$ cat config.mk
export PLATFORM = sky130hd
export DESIGN_NAME = output_event_collector
export DESIGN_NICKNAME = d
export VERILOG_FILES = /design/src/rtl/collector_pkg.sv /design/src/rtl/snapshot_fifo.sv /design/src/rtl/output_event_collector.sv
export SDC_FILE = /design/constraint.sdc
export NUM_CORES = 2
export LEC_CHECK = 0
export CAP_MARGIN = 20
export CORE_MARGIN = 8
export CORE_UTILIZATION = 57
export CTS_CLUSTER_DIAMETER = 200
export DETAILED_ROUTE_END_ITERATION = 12
export DONT_BUFFER_PORTS = 1
export GPL_ROUTABILITY_DRIVEN = 0
export GPL_TIMING_DRIVEN = 0
export PLACE_DENSITY = 0.85
export SLEW_MARGIN = 20
export SYNTH_ARGS = -nofsm -noshare
export SYNTH_HDL_FRONTEND = slang
export SYNTH_SLANG_ARGS = --single-unit
$ cat constraint.sdc
create_clock -name clk -period 46.8 [get_ports clk]
set_input_delay 2.34 -clock clk [delete_from_list [all_inputs] [get_ports clk]]
set_output_delay 2.34 -clock clk [all_outputs]
set_load 0.01 [all_outputs]
$ cat src/rtl/collector_pkg.sv
// rtl/collector_pkg.sv - shared types and helpers for the output event collector
//
// Contents:
//   id_w()         width of a stream index for a given stream count (min 1)
//   drain_state_t  drain FSM states
//   snapshot_t     snapshot record layout for the default configuration
//                  (7 streams x 64 bits), timestamp field only with
//                  COLLECTOR_TIMESTAMP_EN
package collector_pkg;

    localparam int NUM_STREAMS_DEF = 7;
    localparam int DATA_W_DEF      = 64;

    function automatic int id_w(input int n);
        return (n > 1) ? $clog2(n) : 1;
    endfunction

    typedef enum logic {
        IDLE = 1'b0,
        SCAN = 1'b1
    } drain_state_t;

    typedef struct packed {
`ifdef COLLECTOR_TIMESTAMP_EN
        logic [31:0]                              stamp;
`endif
        logic [NUM_STREAMS_DEF-1:0]               mask;
        logic [NUM_STREAMS_DEF*DATA_W_DEF-1:0]    values;
    } snapshot_t;

endpackage

$ cat src/rtl/snapshot_fifo.sv
// rtl/snapshot_fifo.sv - synchronous snapshot FIFO with occupancy count
//
// Ports:
//   clk, rst          clock, asynchronous active-low reset
//   push, push_data   write request and payload
//   pop               read request (removes head_data)
//   head_data         oldest entry, valid when !empty
//   count             number of stored entries (0..DEPTH)
//   full, empty       occupancy flags
// A push while full is accepted only when a pop happens in the same cycle.
module snapshot_fifo #(
    parameter int WIDTH = 8,
    parameter int DEPTH = 8,
    localparam int AW   = $clog2(DEPTH),
    localparam int CW   = AW + 1
) (
    input  logic             clk,
    input  logic             rst,
    input  logic             push,
    input  logic [WIDTH-1:0] push_data,
    input  logic             pop,
    output logic [WIDTH-1:0] head_data,
    output logic [CW-1:0]    count,
    output logic             full,
    output logic             empty
);

    logic [WIDTH-1:0] mem [DEPTH];
    logic [AW-1:0]    wr_ptr;
    logic [AW-1:0]    rd_ptr;
    logic             do_push;
    logic             do_pop;

    assign empty     = (count == '0);
    assign full      = (count == CW'(DEPTH));
    assign do_pop    = pop && !empty;
    assign do_push   = push && (!full || do_pop);
    assign head_data = mem[rd_ptr];

    always_ff @(posedge clk) begin
        if (do_push) begin
            mem[wr_ptr] <= push_data;
        end
    end

    // Pointers wrap naturally because DEPTH is a power of two.
    always_ff @(posedge clk or negedge rst) begin
        if (!rst) begin
            wr_ptr <= '0;
            rd_ptr <= '0;
            count  <= '0;
        end else begin
            if (do_push) wr_ptr <= wr_ptr + AW'(1);
            if (do_pop)  rd_ptr <= rd_ptr + AW'(1);
            case ({do_push, do_pop})
                2'b10:   count <= count + CW'(1);
                2'b01:   count <= count - CW'(1);
                default: count <= count;
            endcase
        end
    end

endmodule

$ cat src/rtl/output_event_collector.sv
// rtl/output_event_collector.sv - captures monitor output activation sets and drains them serially
//
// Ports:
//   clk, rst          clock, asynchronous active-low reset
//   en                capture enable (drain side runs regardless)
//   out_value         NUM_STREAMS x DATA_W flattened stream values
//   out_aktv          per-stream activation flags
//   rd_valid/rd_ready serial element handshake
//   rd_id, rd_value   stream index and raw value of the current element
//   rd_last           current element is the last active stream of its snapshot
//   collector_ready   at least two FIFO slots free
//   overflow          sticky, a snapshot was dropped
//   drop_count        saturating count of dropped snapshots
//   rd_time           capture cycle of the current snapshot (COLLECTOR_TIMESTAMP_EN only)
// Optional feature macro: COLLECTOR_TIMESTAMP_EN
module output_event_collector
    import collector_pkg::*;
#(
    parameter int NUM_STREAMS = 7,
    parameter int DATA_W      = 64,
    parameter int DEPTH       = 8,
    parameter int CNT_W       = 16,
    localparam int ID_W       = id_w(NUM_STREAMS)
) (
    input  logic                          clk,
    input  logic                          rst,
    input  logic                          en,
    input  logic [NUM_STREAMS*DATA_W-1:0] out_value,
    input  logic [NUM_STREAMS-1:0]        out_aktv,
    output logic                          rd_valid,
    input  logic                          rd_ready,
    output logic [ID_W-1:0]               rd_id,
    output logic [DATA_W-1:0]             rd_value,
    output logic                          rd_last,
    output logic                          collector_ready,
    output logic                          overflow,
    output logic [CNT_W-1:0]              drop_count
`ifdef COLLECTOR_TIMESTAMP_EN
    ,
    output logic [31:0]                   rd_time
`endif
);

    localparam int CW = $clog2(DEPTH) + 1;

    typedef struct packed {
`ifdef COLLECTOR_TIMESTAMP_EN
        logic [31:0]                   stamp;
`endif
        logic [NUM_STREAMS-1:0]        mask;
        logic [NUM_STREAMS*DATA_W-1:0] values;
    } snap_t;

    snap_t                  push_snap;
    snap_t                  head_snap;
    logic [CW-1:0]          fifo_count;
    logic                   fifo_full;
    logic                   fifo_empty;
    logic                   capture;
    logic                   pop;
    logic                   drop;
    logic                   scanning;
    logic                   one_left;
    drain_state_t           state;
    logic [NUM_STREAMS-1:0] done_mask;
    logic [NUM_STREAMS-1:0] work_mask;
    logic [NUM_STREAMS-1:0] sel_bit;
    logic [ID_W-1:0]        sel_id;

`ifdef COLLECTOR_TIMESTAMP_EN
    logic [31:0] stamp;

    always_ff @(posedge clk or negedge rst) begin
        if (!rst) stamp <= '0;
        else      stamp <= stamp + 32'd1;
    end
`endif

    always_comb begin
        push_snap        = '0;
        push_snap.mask   = out_aktv;
        push_snap.values = out_value;
`ifdef COLLECTOR_TIMESTAMP_EN
        push_snap.stamp  = stamp;
`endif
    end

    assign capture = en && (|out_aktv);

    snapshot_fifo #(
        .WIDTH ($bits(snap_t)),
        .DEPTH (DEPTH)
    ) u_fifo (
        .clk       (clk),
        .rst       (rst),
        .push      (capture),
        .push_data (push_snap),
        .pop       (pop),
        .head_data (head_snap),
        .count     (fifo_count),
        .full      (fifo_full),
        .empty     (fifo_empty)
    );

    // The working mask is the head snapshot's mask minus the streams already
    // handed out; clearing done_mask is what "loads" the next snapshot, so a
    // pop followed by a new head needs no extra copy of the mask.
    assign work_mask = head_snap.mask & ~done_mask;
    assign sel_bit   = work_mask & (~work_mask + NUM_STREAMS'(1));
    assign one_left  = (work_mask != '0) &&
                       ((work_mask & (work_mask - NUM_STREAMS'(1))) == '0);

    always_comb begin
        sel_id = '0;
        for (int i = NUM_STREAMS - 1; i >= 0; i--) begin
            if (work_mask[i]) sel_id = ID_W'(i);
        end
    end

    assign scanning        = (state == SCAN);
    assign rd_valid        = scanning;
    assign rd_id           = scanning ? sel_id : '0;
    assign rd_value        = scanning ? head_snap.values[int'(sel_id)*DATA_W +: DATA_W] : '0;
    assign rd_last         = scanning && one_left;
`ifdef COLLECTOR_TIMESTAMP_EN
    assign rd_time         = scanning ? head_snap.stamp : '0;
`endif
    assign pop             = scanning && rd_ready && one_left;
    assign drop            = capture && fifo_full && !pop;
    assign collector_ready = (fifo_count <= CW'(DEPTH - 2));

    always_ff @(posedge clk or negedge rst) begin
        if (!rst) begin
            state     <= IDLE;
            done_mask <= '0;
        end else begin
            case (state)
                IDLE: begin
                    done_mask <= '0;
                    if (!fifo_empty) state <= SCAN;
                end
                SCAN: begin
                    if (rd_ready) begin
                        if (one_left) begin
                            done_mask <= '0;
                            // Another snapshot behind the head: keep scanning
                            // so it follows without an idle cycle.
                            if (fifo_count < CW'(2)) state <= IDLE;
                        end else begin
                            done_mask <= done_mask | sel_bit;
                        end
                    end
                end
                default: state <= IDLE;
            endcase
        end
    end

    always_ff @(posedge clk or negedge rst) begin
        if (!rst) begin
            overflow   <= 1'b0;
            drop_count <= '0;
        end else if (drop) begin
            overflow <= 1'b1;
            if (drop_count != '1) drop_count <= drop_count + CNT_W'(1);
        end
    end

endmodule

* After elaboration in Yosys (flattened, before gate mapping)
Memory sizes are Yosys's and may differ from the RTL's. Index checks and enable logic that the tools add are counted.
Storage, ports and cells: register bits 35, RAM bits 3640, input port bits 459, output and inout bits 87, logic and storage cells 69, memories 1
Cells by class: add/subtract/negate cells 7, $lt $le $gt $ge 2, equality and inequality tests 5, shift-type cells 1, mux-type cells 20, bitwise logic cells 7, reduce and logical (&&, ||, !) cells 19
Memories:
- u_fifo.mem | depth 8, width 455, read ports 1, clocked after Yosys merged registers in 0, write ports 1, RTL line snapshot_fifo.sv:28 | logic [WIDTH-1:0] mem [DEPTH];
Operators with widths (number):
- $shiftx 448x10->64 | 1
- $mux 64 | 1
- $mux 3 | 8
- $and 7x7->7 | 3
- $add 16x1->16 const B | 1
- $ne 16x16->1 const B | 1
- $mux 7 | 2
- $not 7->7 | 2
- $pmux 7 s2 | 1
- $logic_and 1x1->1 | 9
- $pmux 4 s2 | 1
- $add 7x1->7 const B | 1
- $logic_not 7->1 | 1
- $or 7x7->7 | 1
- $reduce_bool 7->1 | 1
- $reduce_or 7->1 | 1
- $sub 7x1->7 const B | 1
- $add 3x1->3 const B | 2
- $mux 1 | 6
- $add 4x1->4 const B | 1
- $eq 4x4->1 const B | 1
- $le 4x3->1 const B | 1
- $logic_not 4->1 | 1
- $lt 4x2->1 const B | 1
- 10 further kinds | 12

* Logic depth before layout (Yosys ltp)
depth in word-level cells 12, gate-level depth with buffers 17, gate-level depth less buffers 15

* Hierarchy
From an unflattened synthesis, not the netlist that was laid out.
Second synthesis, totals: cell total of the unflattened synthesis 5911, area, all modules 141961.2 µm²
Modules (own cells, without submodules):
- snapshot_fifo | times used 1, cells an instance 5329, area an instance 136902.6 µm²
- output_event_collector | times used 1, cells an instance 582, area an instance 5058.6 µm²

* Worst setup path after synthesis
No wires, ideal clock.
path kind input to register, from input port rd_ready, to memory u_fifo.mem[1][0] in the netlist's numbering (enable), arrival time 49.347 ns, slack -5.095 ns, cell stages on the path 5, path buffers 1, cells stage by stage clkbuf_1 -> o2111ai_2 -> nor2_2 -> o21ai_4 -> nor4b_1
On the way: longest elaborated chain between the ends 7
RTL lines:
- start: declaration | RTL line output_event_collector.sv:31 | input logic rd_ready,
- $logic_and 1x1->1 (2 in a row) | RTL line output_event_collector.sv:128 | assign pop = scanning && rd_ready && one_left;
- $logic_and 1x1->1 | RTL line snapshot_fifo.sv:36 | assign do_pop = pop && !empty;
- $logic_or 1x1->1 | RTL line snapshot_fifo.sv:37 | assign do_push = push && (!full || do_pop);
- $logic_and 1x1->1 | RTL line snapshot_fifo.sv:37
- $mux 1 | RTL line snapshot_fifo.sv:41 | if (do_push) begin
- $mux 1 (not written as such) | RTL line snapshot_fifo.sv:42 | mem[wr_ptr] <= push_data;
- end: declaration | RTL line snapshot_fifo.sv:28
Every way passes these cells.

* Final worst setup path
from register u_fifo.rd_ptr[1], to output port rd_value[55]
On the way: longest elaborated chain between the ends 11
RTL lines:
- start: declaration | RTL line snapshot_fifo.sv:30 | logic [AW-1:0] rd_ptr;
- start signal: assignment | RTL line snapshot_fifo.sv:54 | if (do_pop) rd_ptr <= rd_ptr + AW'(1);
- $mem_v2 8x455 (*)
- $and 7x7->7 | RTL line output_event_collector.sv:108 | assign work_mask = head_snap.mask & ~done_mask;
- $mux 3 (7 in a row) | RTL line output_event_collector.sv:116 | if (work_mask[i]) sel_id = ID_W'(i);
- $shiftx 448x10->64 (*) | RTL line output_event_collector.sv:123 | assign rd_value = scanning ? head_snap.values[int'(sel_id)*DATA_W +: DATA_W] : '0;
- $mux 64 (*) | RTL line output_event_collector.sv:123
- end: declaration | RTL line output_event_collector.sv:33 | output logic [DATA_W-1:0] rd_value,
Mark *: on every way between the ends. The rest lies on a longest branch, timed or not.

==> flow_metrics.py <==
metrics = {
    "setup_path": {
        "path_max_fanout": 10,
        "reg2reg_depth": 23,
        "rrSetupSlack_ns": 39.35,
        "timing.rr.end": "u_fifo.mem[1][300]",
        "worstPathRequired_ns": 44.46,
        "start_kind": "flop",
        "arrival_ns": 6.79,
        "critPathCaptureType": "output port",
        "r2r_start": "u_fifo.rd_ptr[1]",
        "critPathKind": "reg2out",
    },
    "clock_tree": {
        "clk_latency_ns": 1.01,
        "cts-resized-gates": 0,
        "root_buffer": "clkbuf_16",
        "postCtsSetupBuffers": 0,
        "cts.path.max_buffers": 4,
        "hold_buffers": 0,
        "cts_tree": "built",
        "cts_num_sinks": 3675,
        "numCtsBuffers": 364,
        "htree_levels": 5,
        "clk_pin_slew_ns": 0.06,
    },
    "global_route": {
        "grt_pass1_wl_um": 614800,
        "grt_max_degree": 36,
        "antenna_found_initial": 22,
        "grt_overflow": 0,
        "grt_pass1_vias": 78320,
        "grt_util_all_layers_pct": 33.66,
    },
    "hold_path": {
        "whs_path_depth": 2,
        "min-delay-start": "done_mask[3]",
        "hold_path_class": "reg2reg",
        "hold_end": "done_mask[3]",
    },
    "synthesis": {
        "syn_inst": 6236,
        "synth_fa_ha_area_share_pct": 0.05878,
        "muxShareOfSynthArea_pct": 16.05,
        "synth_xor_xnor_area_share_pct": 0.1247,
        "ys_seq_area_share_pct": 78.43,
        "synthDistinctLibCells": 79,
        "synth_edf_count": 3640,
        "synth_fp_nets": 6701,
        "synth.avg_cell_area_um2": 22.53,
        "synth_simple_gate_area_share_pct": 2.378,
        "synth_top_family_by_area": "multiplexers",
        "synthArstFlopShare_pct": 0.9524,
        "synth_area_um2": 140500,
        "synth_warnings": 0,
        "synth-main-ff-cell": "edfxtp_1",
        "ys_seq_elements": 3675,
        "synth_compound_area_share_pct": 1.853,
    },
    "power_and_ir_drop": {
        "total_power_mw": 12.41,
        "powerDensity_nw_per_um2": 76.94,
        "peakVddDrop_mv": 0.05476,
        "p_leak_nw": 52.60,
    },
    "sta": {
        "tns_ns": 0,
        "clock_skew_ns": 0.09059,
        "holdWs_ns": 0.5291,
        "hold_viol_final": 0,
        "final_max_slew_viol_count": 0,
        "tightest_slew_ns": 1.250,
        "timing.fmax_ghz": 0.1096,
        "rsz0062_at_grt": "false",
        "timing.final.crit_share_pct": 19.50,
        "setup_violations": 0,
        "period_minus_slack_ns": 9.127,
        "relSlewSlack_pct": 16.69,
    },
    "floorplan": {
        "fp-row-count": 182,
        "dieWidth_um": 512.5,
        "ioPinCount": 546,
        "start_util_pct": 57.23,
        "dieArea_um2": 262600,
        "die_y_um": 512.5,
        "fp.coreArea_um2": 245500,
    },
    "drt": {
        "drc": 0,
        "firstDrtPassIters": 8,
        "routed_wirelength_um": 451800,
        "viasPerCell": 7.324,
        "detail_route.iter0.violations": 15080,
        "avgRoutedWirePerCell_um": 42.17,
        "num_vias": 78470,
        "antenna_left": 0,
    },
    "placement": {
        "placed_area_um2": 149500,
        "numPortBuffers": 0,
        "hpwlAfterDp_um": 296500,
    },
    "flow_run": {
        "drv_cap": 0,
    },
    "cells_and_area": {
        "nNetsFinal": 7659,
        "final_area_um2": 161400,
        "fillers": 14270,
        "areaGrowthSynthToFinish_pct": 14.86,
        "drive_gt1_share_pct": 31.06,
    },
    "status": {
        "outcome": "completed",
    },
}
[worst max-delay path: stages (launching register included)]
cell and delay [ns]:
dfrtp_1 0.35, buf_2 0.27, buf_2 0.41, mux4_2 0.31, mux2i_1 0.13, o21ai_2 0.83
a211oi_2 0.23, nor2_1 0.90, clkbuf_2 0.65, clkbuf_1 0.78, o2111ai_1 0.52, o311ai_2 0.39
[through the flow]
step | util [%] | worst slack (ns) | cells
after global routing | 65.72 | 37.82 | 10700
after CTS | 65.66 | 37.54 | 10690
final | 65.73 | 37.67 | 10710
after floorplan | - | -5.095 | 6236
after detailed placement | 60.90 | 38.79 | 10040
after global placement | 58.87 | -50.12 | 9456
[logic make-up after synthesis]
logic type | count (synthesis)
xor+xnor | 20
buf+inv | 358
flops | 3675
simple gates | 759
fa+ha+maj | 6
compound gates | 376
mux | 1042
[cell type report]
type	count	area [µm²]	share of cell area [%]
Timing Repair Buffer	592	4837	2.998
Clock inverter	210	2185	1.354
Clock buffer	438	9502	5.888
Multi-Input combinational cell	2203	28930	17.93
Sequential cell	3675	110200	68.28
Tap cell	3220	4029	2.497
Buffer	347	1618	1.003
Inverter	11	41.29	0.02559
Antenna cell	18	45.04	0.02791
[cell usage after synthesis, types with 8 or more instances]
library cell,n,area (µm²)
nor2_1,34,127.6
o221ai_1,10,87.58
buf_4,13,97.59
a22oi_1,15,112.6
nor3_1,21,105.1
nand3_1,145,725.7
mux2_2,19,214.0
edfxtp_1,3640,109300
o21ai_0,51,255.2
and3_1,39,244.0
xor2_1,14,122.6
o2111ai_1,39,341.6
nand2_1,477,1790
mux4_2,966,21760
a21o_1,19,142.6
clkbuf_1,198,743.2
o21ai_1,9,45.04
o22ai_1,8,50.05
dfrtp_1,35,875.8
a31oi_1,20,125.1
a221o_1,10,100.1
mux2i_1,54,540.5
o211ai_1,9,67.56
a21oi_1,106,530.5
buf_1,45,168.9
buf_6,8,90.09
o311ai_1,26,227.7
a32oi_1,17,148.9
buf_2,83,415.4
inv_1,9,33.78
[power breakdown]
part	internal, mW	switching (mW)
Clock	1.68	1.26
Sequential	4.13	0.143
Combinational	1.62	3.58
Total	7.43	4.98
[placed cells by master, fill, tap and decap left out, types with 21 or more instances in the layout]
cell        synthesis  layout
a21oi_1           106     106
and3_1             39      39
buf_12              0      31
buf_16              0      24
buf_2              83     390
buf_4              13     199
buf_6               8      58
bufinv_16           0      42
clkbuf_1          198     209
clkbuf_16           0     368
clkbuf_2            0      67
clkinv_1            0      71
clkinv_2            0      56
clkinvlp_4          0      21
dfrtp_1            35      35
edfxtp_1         3640    3640
mux2i_1            54      54
mux4_2            966     966
nand2_1           477     477
nand3_1           145     145
nor2_1             34      30
o2111ai_1          39      39
o21ai_0            51      48
[registers in the layout (all words and copies together) (netlist names)]
register,flops
rd_valid,1
overflow,1
u_fifo.wr_ptr,3
done_mask,7
drop_count,16
u_fifo.mem,3640
u_fifo.rd_ptr,3
u_fifo.count,4
[routing by layer]
metal  vias to the layer above  global-route usage (%)  part of all wire (%)
li1                      28310                       -                     -
met1                     39570                   38.79                    30
met2                      8600                   51.27                    45
met3                      1979                   14.78                    16
met4                         8                   22.63                   8.7
met5                         -                       0                 0.019
[worst max-delay path by stage]
stage | startpoint | endpoint | depth (start not counted) | slack [ns]
2_1_floorplan | rd_ready | u_fifo.mem[1][0] | 5 | -5.09
3_3_place_gp | rd_ready | u_fifo.mem[4][95] | 5 | -50.12
3_5_place_dp | u_fifo.rd_ptr[1] | rd_value[54] | 11 | 38.79
4_1_cts | u_fifo.rd_ptr[1] | rd_value[54] | 11 | 37.54
5_1_grt | u_fifo.rd_ptr[1] | rd_value[55] | 11 | 37.82
6_report | u_fifo.rd_ptr[1] | rd_value[55] | 11 | 37.67
(Power assumes the default switching activity.)
